File: src/rtl/mem_arbiter.sv
// mem_arbiter: single-port memory arbiter between fetch and data paths with starvation guard and in-order read response routing
module mem_arbiter #(
  parameter int AW = 32,
  parameter int DW = 32,
  parameter int LAT = 1,
  parameter int STARVE = 4
) (
  input  logic            clk,
  input  logic            rst,
  input  logic            if_req,
  input  logic [AW-1:0]   if_addr,
  output logic            if_gnt,
  output logic            if_rvalid,
  output logic [DW-1:0]   if_rdata,
  input  logic            d_req,
  input  logic            d_we,
  input  logic [AW-1:0]   d_addr,
  input  logic [DW-1:0]   d_wdata,
  input  logic [DW/8-1:0] d_wstrb,
  output logic            d_gnt,
  output logic            d_rvalid,
  output logic [DW-1:0]   d_rdata,
  output logic            mem_en,
  output logic            mem_we,
  output logic [AW-1:0]   mem_addr,
  output logic [DW-1:0]   mem_wdata,
  output logic [DW/8-1:0] mem_wstrb,
  input  logic [DW-1:0]   mem_rdata
);
  localparam int CW = $clog2(STARVE + 1);
  localparam logic [CW-1:0] SMAX = CW'(STARVE);
  typedef enum logic {DATA_PRI, FETCH_PRI} pri_t;
  pri_t pri;
  logic [CW-1:0] starve_cnt, cnt_nxt;
  logic [LAT-1:0] vld, fet;
  assign if_gnt = !rst && if_req && (pri == FETCH_PRI || !d_req);
  assign d_gnt = !rst && d_req && (pri == DATA_PRI || !if_req);
  assign cnt_nxt = (!if_req || if_gnt) ? '0 : (d_gnt && starve_cnt != SMAX) ? starve_cnt + 1'b1 : starve_cnt;
  assign mem_en = if_gnt || d_gnt;
  assign mem_we = d_gnt && d_we;
  assign mem_addr = d_gnt ? d_addr : if_gnt ? if_addr : '0;
  assign mem_wdata = d_gnt ? d_wdata : '0;
  assign mem_wstrb = d_gnt ? d_wstrb : '0;
  assign if_rvalid = !rst && vld[LAT-1] && fet[LAT-1];
  assign d_rvalid = !rst && vld[LAT-1] && !fet[LAT-1];
  assign if_rdata = if_rvalid ? mem_rdata : '0;
  assign d_rdata = d_rvalid ? mem_rdata : '0;
  // priority flips as the counter reaches STARVE so fetch wins on the very next cycle
  always_ff @(posedge clk) begin
    if (rst) begin
      pri <= DATA_PRI;
      starve_cnt <= '0;
      vld <= '0;
      fet <= '0;
    end else begin
      starve_cnt <= cnt_nxt;
      pri <= (pri == DATA_PRI) ? ((cnt_nxt == SMAX) ? FETCH_PRI : DATA_PRI) : ((if_gnt || !if_req) ? DATA_PRI : FETCH_PRI);
      vld[0] <= if_gnt || (d_gnt && !d_we);
      fet[0] <= if_gnt;
      for (int i = 1; i < LAT; i++) begin
        vld[i] <= vld[i-1];
        fet[i] <= fet[i-1];
      end
    end
  end
endmodule
File: config.mk
export PLATFORM = sky130hd
export DESIGN_NAME = mem_arbiter
export DESIGN_NICKNAME = d
export VERILOG_FILES = /design/src/rtl/mem_arbiter.sv
export SDC_FILE = /design/constraint.sdc
export NUM_CORES = 1
export LEC_CHECK = 0
export CAP_MARGIN = 20
export CORE_AREA = 2 2 108 110
export CTS_CLUSTER_SIZE = 28
export DETAILED_ROUTE_END_ITERATION = 16
export DIE_AREA = 0 0 110 112
export GPL_TIMING_DRIVEN = 0
export RECOVER_POWER = 100
export SLEW_MARGIN = 20
export SYNTH_ARGS = -nofsm -noshare
export SYNTH_HDL_FRONTEND = slang
export SYNTH_SLANG_ARGS = --single-unit
export TNS_END_PERCENT = 1
File: constraint.sdc
create_clock -name clk -period 4.3 [get_ports clk]
set_input_delay 0.86 -clock clk [delete_from_list [all_inputs] [get_ports clk]]
set_output_delay 0.86 -clock clk [all_outputs]
set_load 0.005 [all_outputs]
==> run summary, run 1 <==
The run finished with clean final reports. The count of endpoints failing hold in the final timing report came to 0. The width of the die came out at 110 µm. Before antenna repair, the detailed router went through 4 iterations. The net count of the finished layout is 609. The library cells used most frequently in the layout, excluding fill and tap cells, are sky130_fd_sc_hd__clkdlybuf4s50_1, sky130_fd_sc_hd__dlygate4sd3_1, sky130_fd_sc_hd__and3_1, sky130_fd_sc_hd__and2_0, sky130_fd_sc_hd__a22o_1. Walking the worst path, the cells encountered are dlygate4sd3_1, nor3b_2, clkbuf_2, a22o_1, dlygate4sd3_1.

The most instantiated flip-flop cell in the synthesis netlist is sky130_fd_sc_hd__dfxtp_1. The arrival time of the worst setup path came out at 3.24 ns. The average footprint of a synthesized cell came out at 7.00 µm². Hold timing on the final database bottoms out at a slack of 0.528 ns. The final worst-path setup slack came out at 0.200 ns. The synthesized design contains 0 enable-type register cells. The category of the most critical setup path is input pin to output pin.

Leaving out fill and tap cells, the most frequent cell in the layout is sky130_fd_sc_hd__clkdlybuf4s50_1. The maximum root-to-sink buffer count is 2. The post-CTS clock slew at the launch and capture registers of the worst setup and hold paths is 0.03 ns.

The share of the core filled with cells in the final layout came out at 38.8%. 275 I/O pins were placed. The number of remaining DRC errors came out at 0. The slew at the pin closest to its max-slew limit is 0.685 ns. For this design, the sink count on the clock tree is 6. The post-detailed-route wirelength per cell is around 14 µm.

Ranked by total cell area, the synthesized netlist is headed by sky130_fd_sc_hd__and2_1, sky130_fd_sc_hd__a22o_1, sky130_fd_sc_hd__and3_1. Max-cap violations in this run came to 0. The floorplan step defined a die boundary enclosing about 12,000 µm². The flop-to-flop setup slack is 2.81 ns. Clock tree synthesis selected as its root buffer the cell sky130_fd_sc_hd__clkbuf_16. The final number of max-transition violations came to 0. The number of nets in the synthesized netlist came out at between 300 and 400. Sequential cells were found to cover 8.98% of the synthesized design area. The post-route standard cell area excluding fillers came out at roughly 4300 µm². The detailed-route vias per instance is 4.07. The number of distinct library cells after synthesis is 25.

The maximum number of pins on one net before global-route repair is 11. The post-synthesis instance total came out at 191. The headroom to the max-slew limit came out at about 54%. The layout has between 1,000 and 1,500 filler cells. The number of antenna diodes in the final layout is 0. Relative to the synthesized area, the layout overhead comes to 224%.

The number of cell rows is 39. STA puts the critical path data required time at 3.44 ns. The share of the cycle needed by the critical path after routing came out at 95.3%. The total negative slack came out at 0 ns.

The first-pass GRT wire length is 12.2 mm. The fraction of post-synthesis cell area in the top cell type by area came out at 30.4%. Among the stages of the critical path, the cell type that occurs most often is sky130_fd_sc_hd__dlygate4sd3_1. Setup repair after global routing left no endpoint under its margin. The total of cells resized after clock tree synthesis came out at 0. The overall overflow remaining after global route came out at 0.

The minimum clock period came out at about 4.1 ns. The worst hold path belongs to the class register to register. The total clock buffers created by CTS is 3. The post-synthesis sequential element count came out at 6. In this run the worst setup path begins at if_req. The worst-case setup slack after placement is 0.128 ns. The worst register-to-register path begins at pri. The initial antenna violation count was 0.

The biggest fanout along the worst timing path is 10. After synthesis the cells add up to 1340 µm². The hold-fix buffer count after cts came out at 0.

The number of global-route vias before repair came to 2,434. The effective utilization at floorplan came out at roughly an eighth. The cell taking the most area after synthesis is sky130_fd_sc_hd__and2_1. The origin of the worst min-delay path is starve_cnt[0]. The final wirelength came out at ~8.5 mm.

The final worst clock skew came out at roughly 0.0013 ns. The floorplan core area is about 11,000 µm². STA classifies the critical path endpoint as an output pin.

The total leakage power came out at 1.95 nW. The post-route netlist has under 10% of its cells at a drive strength greater than 1. The H-tree depth reported by CTS came out at 1. The setup violation total in the final timing report came out at 0. The area after detailed placement is approximately 4300 µm².

Among cell families on the critical path, the largest total delay comes from buffers and inverters. The detailed router finished its first iteration with roughly 50 violations. In this run the power density over the cells is 112 nW/µm².

The overall via count from detail_route came out at 2,488. The proportion of register bits with asynchronous set or reset after synthesis is 0%. TritonCTS built the clock tree. The highest attainable clock frequency is about 240 MHz. The worst-skew pair later-pin latency is between 0.2 and 0.25 ns. The worst setup path is launched from an input pin.

For this run, the number of Yosys warnings is 0. The total buffers and inverters traversed by the critical path came out at 3. The worst-path cell with the longest stage delay is sky130_fd_sc_hd__dlygate4sd3_1.

In this run the remaining antenna-violating nets after routing total 0. The number of setup buffers added after CTS came out at 0. Routability-driven placement finished with a final weighted congestion of 0.851. For this run, the slowest stage of the critical path takes approximately 0.67 ns. The die height is 112 µm. The wire-length estimate of the detail-placed layout is 7.64 mm. The total global routing track utilization is 12.6%. Port buffering added around 270 buffers.

The worst voltage drop across the vdd grid is ~0.096 mV.
[final cells by class]
class                           count  area [µm²]  share of cell area [%]
Clock buffer                        3        75.1                    1.73
Buffer                             21        93.8                    2.16
Timing Repair Buffer              274        2740                    63.2
Multi-Input combinational cell    161        1120                    25.7
Tap cell                          143         179                    4.12
Sequential cell                     6         120                    2.77
Inverter                            3        11.3                   0.260
[through the flow]
| stage | power (mW) | std cells |
|---|---|---|
| 3_5_place_dp | 0.349 | 608 |
| 3_3_place_gp | 0.346 | 608 |
| 5_1_grt | 0.513 | 611 |
| 4_1_cts | 0.504 | 611 |
| 6_report | 0.488 | 611 |
| 2_1_floorplan | 0.122 | 191 |
[power breakdown]
group	total [mW]	internal [mW]	leakage (nW)	switching, mW
Clock	0.153	0.120	0.0370	0.0337
Combinational	0.277	0.199	1.87	0.0772
Sequential	0.0579	0.0573	0.0488	0.000643
Total	0.488	0.376	1.95	0.112
[registers in the layout, summed over array words and instances (netlist names)]
signal      cells
starve_cnt      3
vld             1
fet             1
pri             1
[path summary, 6_finish.rpt]
check / to / depth (start not counted)
max reg2reg: vld / 4
min: pri / 2
max: mem_addr[7] / 5
min reg2reg: pri / 2
[worst reg2reg max path: cells and delay by family (launching register included)]
family	cells	cell delay (ns)
AO/OA/AOI/OAI	1	0.10
AND/OR/NAND/NOR	2	0.64
flip-flops	1	0.33
buffers and inverters	1	0.35
[layer usage]
metal	up-vias	track usage [%]	routed length (µm)
li1	1235	-	-
met1	1089	12.1	2870
met2	157	24.5	4380
met3	7	5.27	1200
met4	0	2.28	66
met5	-	0	0
[cell families (layout without fill, tap and decap cells)]
| logic type | after synthesis | after routing | synth area share (%) |
|---|---|---|---|
| AO/OA/AOI/OAI | 38 | 38 | 24.9 |
| adder cells (fa/ha/maj) | 2 | 2 | 1.87 |
| AND/OR/NAND/NOR | 119 | 119 | 55.0 |
| XOR/XNOR | 1 | 1 | 0.655 |
| flip-flops | 6 | 6 | 8.98 |
| multiplexers | 1 | 1 | 0.748 |
| buffers and inverters | 24 | 301 | 7.86 |
[Yosys cell counts, drive strengths merged (2+ instances only)]
cell type and number:
nor3b 3, and3 37, nand2 4, inv 3, a22o 32, and2 65, dfxtp 6, nor2 4
buf 7, nor2b 3, ha 2, clkbuf 14
Power figures use the tool's default switching activity.
==> inputs of run 2 (changes only) <==
Settings changed: PLACE_DENSITY set to 0.57.
==> run 2 against run 1 <==
Combinational power is essentially flat. Sequential share of layout area unchanged. Clock skew decreased by 0.00053 ns. Cell count unchanged. Die area is the same. Sequential cell count is the same.
==> run summary, run 2 (synthesized netlist as in run 1, its figures left out) <==
The run finished with clean final reports. The post-route standard cell area excluding fillers came out at around 4300 µm². The required time of the critical path came out at 3.44 ns. The final number of max-transition violations is 0. The register with the most flip-flops in the layout has 3 of them. In this run the number of H-tree levels came out at 1. The count of TritonRoute iterations in the first routing pass is 4. The number of cell rows is 39.

The flop-to-flop setup slack came out at 2.83 ns. The count of endpoints failing hold in the final timing report came out at 0. The count of nets after finishing is 609. The overall overflow remaining after global route is 0.

The path class of the tightest hold or removal check is register to register. In this run the tightest slew margin relative to its limit is 55.4%. Clock-pin slew was measured on the worst setup and hold paths at approximately 0.03 ns. The most common library cell in the layout ignoring fill and taps is sky130_fd_sc_hd__clkdlybuf4s50_1. The highest attainable clock frequency is 245 MHz. Counting every sink on the clock net gives 6. The initial antenna violation count is 0.

The die height is 112 µm. The met1 track demand over resource came out at 13.9%. The full die area came out at about 12,000 µm². The slew at the pin closest to its max-slew limit came out at 0.666 ns. Leaving out fill and tap cells, the most frequent cells in the layout are sky130_fd_sc_hd__clkdlybuf4s50_1, sky130_fd_sc_hd__dlygate4sd3_1, sky130_fd_sc_hd__and3_1, sky130_fd_sc_hd__and2_0, sky130_fd_sc_hd__a22o_1.

Cells fill 38.8% of the core in the end. The root buffer cell is sky130_fd_sc_hd__clkbuf_16. After global routing, the most crowded layer is met2. Setup repair after global routing left no endpoint under its margin. The biggest fanout along the worst timing path is 10. Detailed placement ended at an HPWL of 8.22 mm.

Across the run, the number of max-cap violations was 0. The number of remaining DRC errors is 0. The minimum clock period came out at around 4.1 ns. Measured along the x axis, the die boundary spans approximately 110 µm. The number of setup buffers added after CTS came out at 0. The worst setup path is launched from an input pin. The violation count after the first detailed-routing iteration came out at 51. The maximum root-to-sink buffer count came out at 2.

The number of hold buffers added after CTS was 0. The arrival time of the worst setup path is 3.22 ns. On the final layout, the worst clock skew is 0.000789 ns. TritonCTS built the clock tree. Setup violations remaining at the end of the flow were counted as 0. The category of the most critical setup path is input pin to output pin. The worst-skew pair later-pin latency is 0.23 ns.

The routed design has 9.24 mm of wire. The global routing usage on met2 came out at 27.0%. Routability-driven placement finished with a final weighted congestion of 0.784. The global-route track usage on met3 came out at under 10%. The routed layout has ~2,500 vias. The total global routing track utilization came out at ~14%. Power spread over the standard cell area amounts to 113 nW/µm². Once the floorplan was initialized, standard cells occupied between 10% and 20% of the core. The detailed-route vias per instance is 4.10. The share of the cycle needed by the critical path after routing came out at 94.9%.

The critical path endpoint category is an output pin. The register with the most flip-flops in the final layout is starve_cnt. The number of buffer cells added on primary ports is 274. The post-detailed-route wirelength per cell came out at 15.1 µm.

The total leakage power came out at ~1.9 nW. Buffers inserted during clock tree synthesis total 3. The number of global-route vias before repair is 2,548. The maximum number of pins on one net before global-route repair is 11. 0 antenna diodes ended up in the layout. The area growth from synthesis to final layout came out at 224%. The share of layout cells above drive strength 1 came out at 2.78%. Post-CTS repair changed the size of 0 cells. The number of routed nets with antenna violations is 0.

The placed instances occupy a cell area of 4260 µm². After routing, the total negative slack on setup checks comes to 0 ns. Pin placement for this block handled 275 I/O pins. Across the VDD grid, the largest voltage drop is between 0.08 and 0.09 mV. The floorplan step defined a core boundary enclosing 11,200 µm². The first-pass GRT wire length came out at approximately 13 mm.
[run 2: changes by cell type in the layout (fill, tap and decap cells not counted), sizes merged]
| cell | before | now |
|---|---|---|
| clkdlybuf4s50 | 190 | 202 |
| dlygate4sd3 | 84 | 72 |
| clkbuf | 19 | 17 |
| buf | 5 | 7 |
[run 2: metal layers]
layer  share of wire, %  up-vias
li1                   -     1231
met3                 12        9
met5                  0        -
met2                 52      163
met1                 34     1105
met4                1.2        0
[run 2: final timing paths]
kind                               startpoint            to  cells past startpoint
worst max-delay path                      rst  mem_wstrb[1]                      6
worst min-delay path            starve_cnt[0]           pri                      2
worst max register to register            pri           vld                      4
worst min register to register  starve_cnt[0]           pri                      2
[run 2: critical path, stage by stage]
cell                            delay [ns]
sky130_fd_sc_hd__dlygate4sd3_1        0.64
sky130_fd_sc_hd__nor2b_1              0.29
sky130_fd_sc_hd__clkbuf_1             0.35
sky130_fd_sc_hd__clkbuf_1             0.29
sky130_fd_sc_hd__and3_1               0.20
sky130_fd_sc_hd__dlygate4sd3_1        0.60
[run 2: power by group]
part	leakage, nW	internal, mW	switching, mW
Clock	0.0370	0.119	0.0331
Combinational	1.83	0.201	0.0777
Sequential	0.0488	0.0573	0.000626
Total	1.92	0.378	0.111
[run 2: area by class of cell]
cell class	count	area (µm²)
Buffer	21	93.8
Clock buffer	3	75.1
Fill cell	1165	6840
Inverter	3	11.3
Multi-Input combinational cell	161	1120
Sequential cell	6	120
Tap cell	143	179
Timing Repair Buffer	274	2740
[run 2: metrics by stage]
stage | hold slack, ns | cells | total power [mW] | worst slack [ns]
floorplan | 0.487 | 191 | 0.122 | 1.69
global placement | 0.523 | 608 | 0.349 | 0.0594
detailed placement | 0.526 | 608 | 0.350 | 0.113
CTS | 0.528 | 611 | 0.507 | 0.0965
global route | 0.548 | 611 | 0.516 | 0.0837
finish | 0.519 | 611 | 0.489 | 0.221
==> inputs of run 3 (changes only) <==
Settings changed: CORE_AREA 2 2 108 110 to 5 5 103 105, DIE_AREA 0 0 110 112 to 0 0 108 110, DONT_BUFFER_PORTS set to 1, PLACE_DENSITY 0.57 to 0.3.
==> run 3 against run 2 <==
First-iteration DRC count decreased by 33%. Register-to-register slack got worse by 0.46 ns. Via count shrank 40%. Non-clock buffer count fell by 274. Clock skew grew 0.00058 ns. Clock-buffer cell count unchanged. Die area is 3.6% lower. Hold slack better by 0.029 ns. Critical endpoint is now mem_addr[25].
==> run summary, run 3 (synthesized netlist as in run 1, its figures left out) <==
The run finished with clean final reports. The number of remaining DRC errors came out at 0. STA classifies the critical path endpoint as an output pin. The violation count after the first detailed-routing iteration is 34. The effective utilization at floorplan is 14.0%.

The setup violation total in the final timing report came out at 0. Across the run, the number of max-cap violations was 0. The area after detailed placement came out at around 1500 µm². The number of clock sinks is 6.

TritonCTS built the clock tree. Derived from the worst setup path, the maximum achievable clock frequency is 291 MHz. The antenna cell count is 0.

The first-pass GRT wire length came out at 7.46 mm. In the layout the commonest cells are sky130_fd_sc_hd__and2_0, sky130_fd_sc_hd__and3_1, sky130_fd_sc_hd__a22o_1, sky130_fd_sc_hd__clkbuf_1, sky130_fd_sc_hd__dfxtp_1. In this run the number of H-tree levels came out at 1. At the pin with the least slew margin, the transition time is roughly 1.1 ns. The number of instances on the worst hold path is 2.

The count of nets after finishing came out at between 300 and 400. The kind of launch point of the worst setup path is an input pin. On the final layout, the worst clock skew is ~0.0014 ns. The count of buffers added on input and output ports is 0. The total leakage power is 0.631 nW.

The final wirelength came out at 6.25 mm. Among all stages on the critical path, the largest delay is contributed by sky130_fd_sc_hd__nor3b_1. The worst voltage drop across the vdd grid came out at 0.0469 mV. The post-detailed-route wirelength per cell is 19.1 µm. The total negative slack came out at 0 ns. For flop-to-flop paths, the worst setup slack is 2.37 ns. The minimum clock period came out at 3.44 ns. The final number of max-transition violations is 0. The worst-skew pair later-pin latency came out at 0.22 ns. More flip-flops sit in one register than any other, and that register is starve_cnt. The count of TritonRoute iterations in the first routing pass came out at 4. In this run the remaining antenna-violating nets after routing total 0. The routability-driven placement congestion ratio came out at 0.616.

The post-route standard cell area excluding fillers came out at about 1500 µm². The count of endpoints failing hold in the final timing report is 0. The initial antenna violation count was 0. Setup repair after global routing left no endpoint under its margin. The number of global-route vias before repair came out at 1,394. The number of cells traversed by the worst register-to-register path came out at 4.

Headroom to the max-slew limit came out at 26.5%. The floorplan core area is between 9000 and 10,000 µm². The delay of the slowest cell on the worst path is 0.87 ns. The most common library cell in the layout ignoring fill and taps is sky130_fd_sc_hd__and2_0. The biggest fanout along the worst timing path is 10. The HPWL after detailed placement is 5.48 mm. For this design the ratio of total power to cell area is roughly 140 nW/µm². For this run, the share of the core covered by cells in the final layout is 16.0%. The die covers 11,900 µm². The width of the die came out at 108 µm. The worst register-to-register path begins at pri. Walking the worst path, the cells encountered are nor2b_1, nor3b_1, clkbuf_1, a22o_1. The share of the cycle needed by the critical path after routing is around four fifths.

The origin of the worst min-delay path is starve_cnt[0]. The number of setup buffers added after CTS came out at 0. Dividing the detail-routed via count by the number of cells gives 4.57. The number of cell rows is 36. Compared with the post-synthesis result, the final layout area differs by 14.3%.

The total of cells resized after clock tree synthesis is 0. The required time of the critical path is 3.44 ns. The maximum number of pins on one net before global-route repair is 11. The number of placed cells counting well taps came out at 324. The critical path is of the input pin to output pin type. The root buffer cell is sky130_fd_sc_hd__clkbuf_8. The endpoint identified for the worst register-to-register timing path is vld. The filler-free cell count of the finished design is around 330.

In this run the vertical extent of the chip is 110 µm. The post-CTS clock slew at the launch and capture registers of the worst setup and hold paths is 0.04 ns. The overall via count from detail_route is approximately 1,500. The total global routing track utilization is 8.05%. Buffers inserted to repair hold after CTS numbered 0. STA puts the critical path data arrival time at 2.58 ns. After global routing the overflow that remains totals 0. The number of filler cells placed in the layout came out at 1,120. In this run the worst hold path is classified as register to register.

The share of layout cells above drive strength 1 came out at approximately 3.1%. The path with the worst hold slack has its endpoint at pri. In this run, CTS created clock tree buffers numbering 3. In this run the deepest clock path goes through 2 buffers.

In this run the count of I/O pins placed on the die edge is about 280. Hold timing on the final database bottoms out at a slack of 0.549 ns. The flip-flop count of the largest register after layout is 3.
-- run 3: changes by cell type in the layout (fill, tap and decap cells not counted), moves of 2 or more --
cell | previous run | this run
sky130_fd_sc_hd__clkdlybuf4s50_1 | 202 | 0
sky130_fd_sc_hd__dlygate4sd3_1 | 72 | 0
sky130_fd_sc_hd__and2_0 | 35 | 64
sky130_fd_sc_hd__and2_1 | 30 | 1
sky130_fd_sc_hd__buf_2 | 6 | 2
sky130_fd_sc_hd__clkbuf_1 | 14 | 18
sky130_fd_sc_hd__clkbuf_16 | 3 | 0
sky130_fd_sc_hd__clkbuf_8 | 0 | 3
sky130_fd_sc_hd__nor3b_1 | 1 | 3
sky130_fd_sc_hd__nor3b_2 | 2 | 0
-- run 3: metal layers --
metal	track usage (%)	routed length, µm	vias up	share of wire (%)
met3	1.69	596	2	9.5
met4	2.16	42	0	0.67
met2	15.5	3460	143	55
met5	0	0	-	0
li1	-	-	678	-
met1	8.96	2150	672	34
-- run 3: critical path: cells and delay by family --
kind,cells,cell delay [ns]
buffers and inverters,1,0.46
AO/OA/AOI/OAI,1,0.26
AND/OR/NAND/NOR,2,0.99
-- run 3: metrics by stage --
| stage | worst slack, ns | total power, mW |
|---|---|---|
| after floorplan | 1.69 | 0.122 |
| after global placement | 1.22 | 0.140 |
| after detailed placement | 1.18 | 0.139 |
| after CTS | 1.17 | 0.229 |
| after global routing | 0.594 | 0.237 |
| final | 0.862 | 0.221 |
-- run 3: worst max path at each step --
| stage | startpoint | to | slack, ns | cells past startpoint |
|---|---|---|---|---|
| 6_report | d_req | mem_addr[25] | 0.86 | 4 |
| 5_1_grt | d_req | mem_addr[27] | 0.59 | 4 |
| 4_1_cts | rst | d_rdata[22] | 1.17 | 3 |
| 3_5_place_dp | rst | d_rdata[22] | 1.18 | 3 |
| 3_3_place_gp | rst | d_rdata[22] | 1.22 | 3 |
| 2_1_floorplan | d_req | mem_addr[23] | 1.69 | 4 |
-- run 3: cell type report --
| class | instances | area (µm²) | area share [%] |
|---|---|---|---|
| Sequential cell | 6 | 120 | 7.86 |
| Multi-Input combinational cell | 161 | 1100 | 72.0 |
| Inverter | 3 | 11.3 | 0.736 |
| Clock buffer | 3 | 41.3 | 2.70 |
| Buffer | 21 | 88.8 | 5.81 |
| Tap cell | 133 | 166 | 10.9 |
-- run 3: report_power, final --
group,leakage (nW),switching (mW),internal (mW)
Sequential,0.0488,0.000770,0.0572
Combinational,0.561,0.0445,0.0323
Clock,0.0216,0.0263,0.0603
Total,0.631,0.0716,0.150
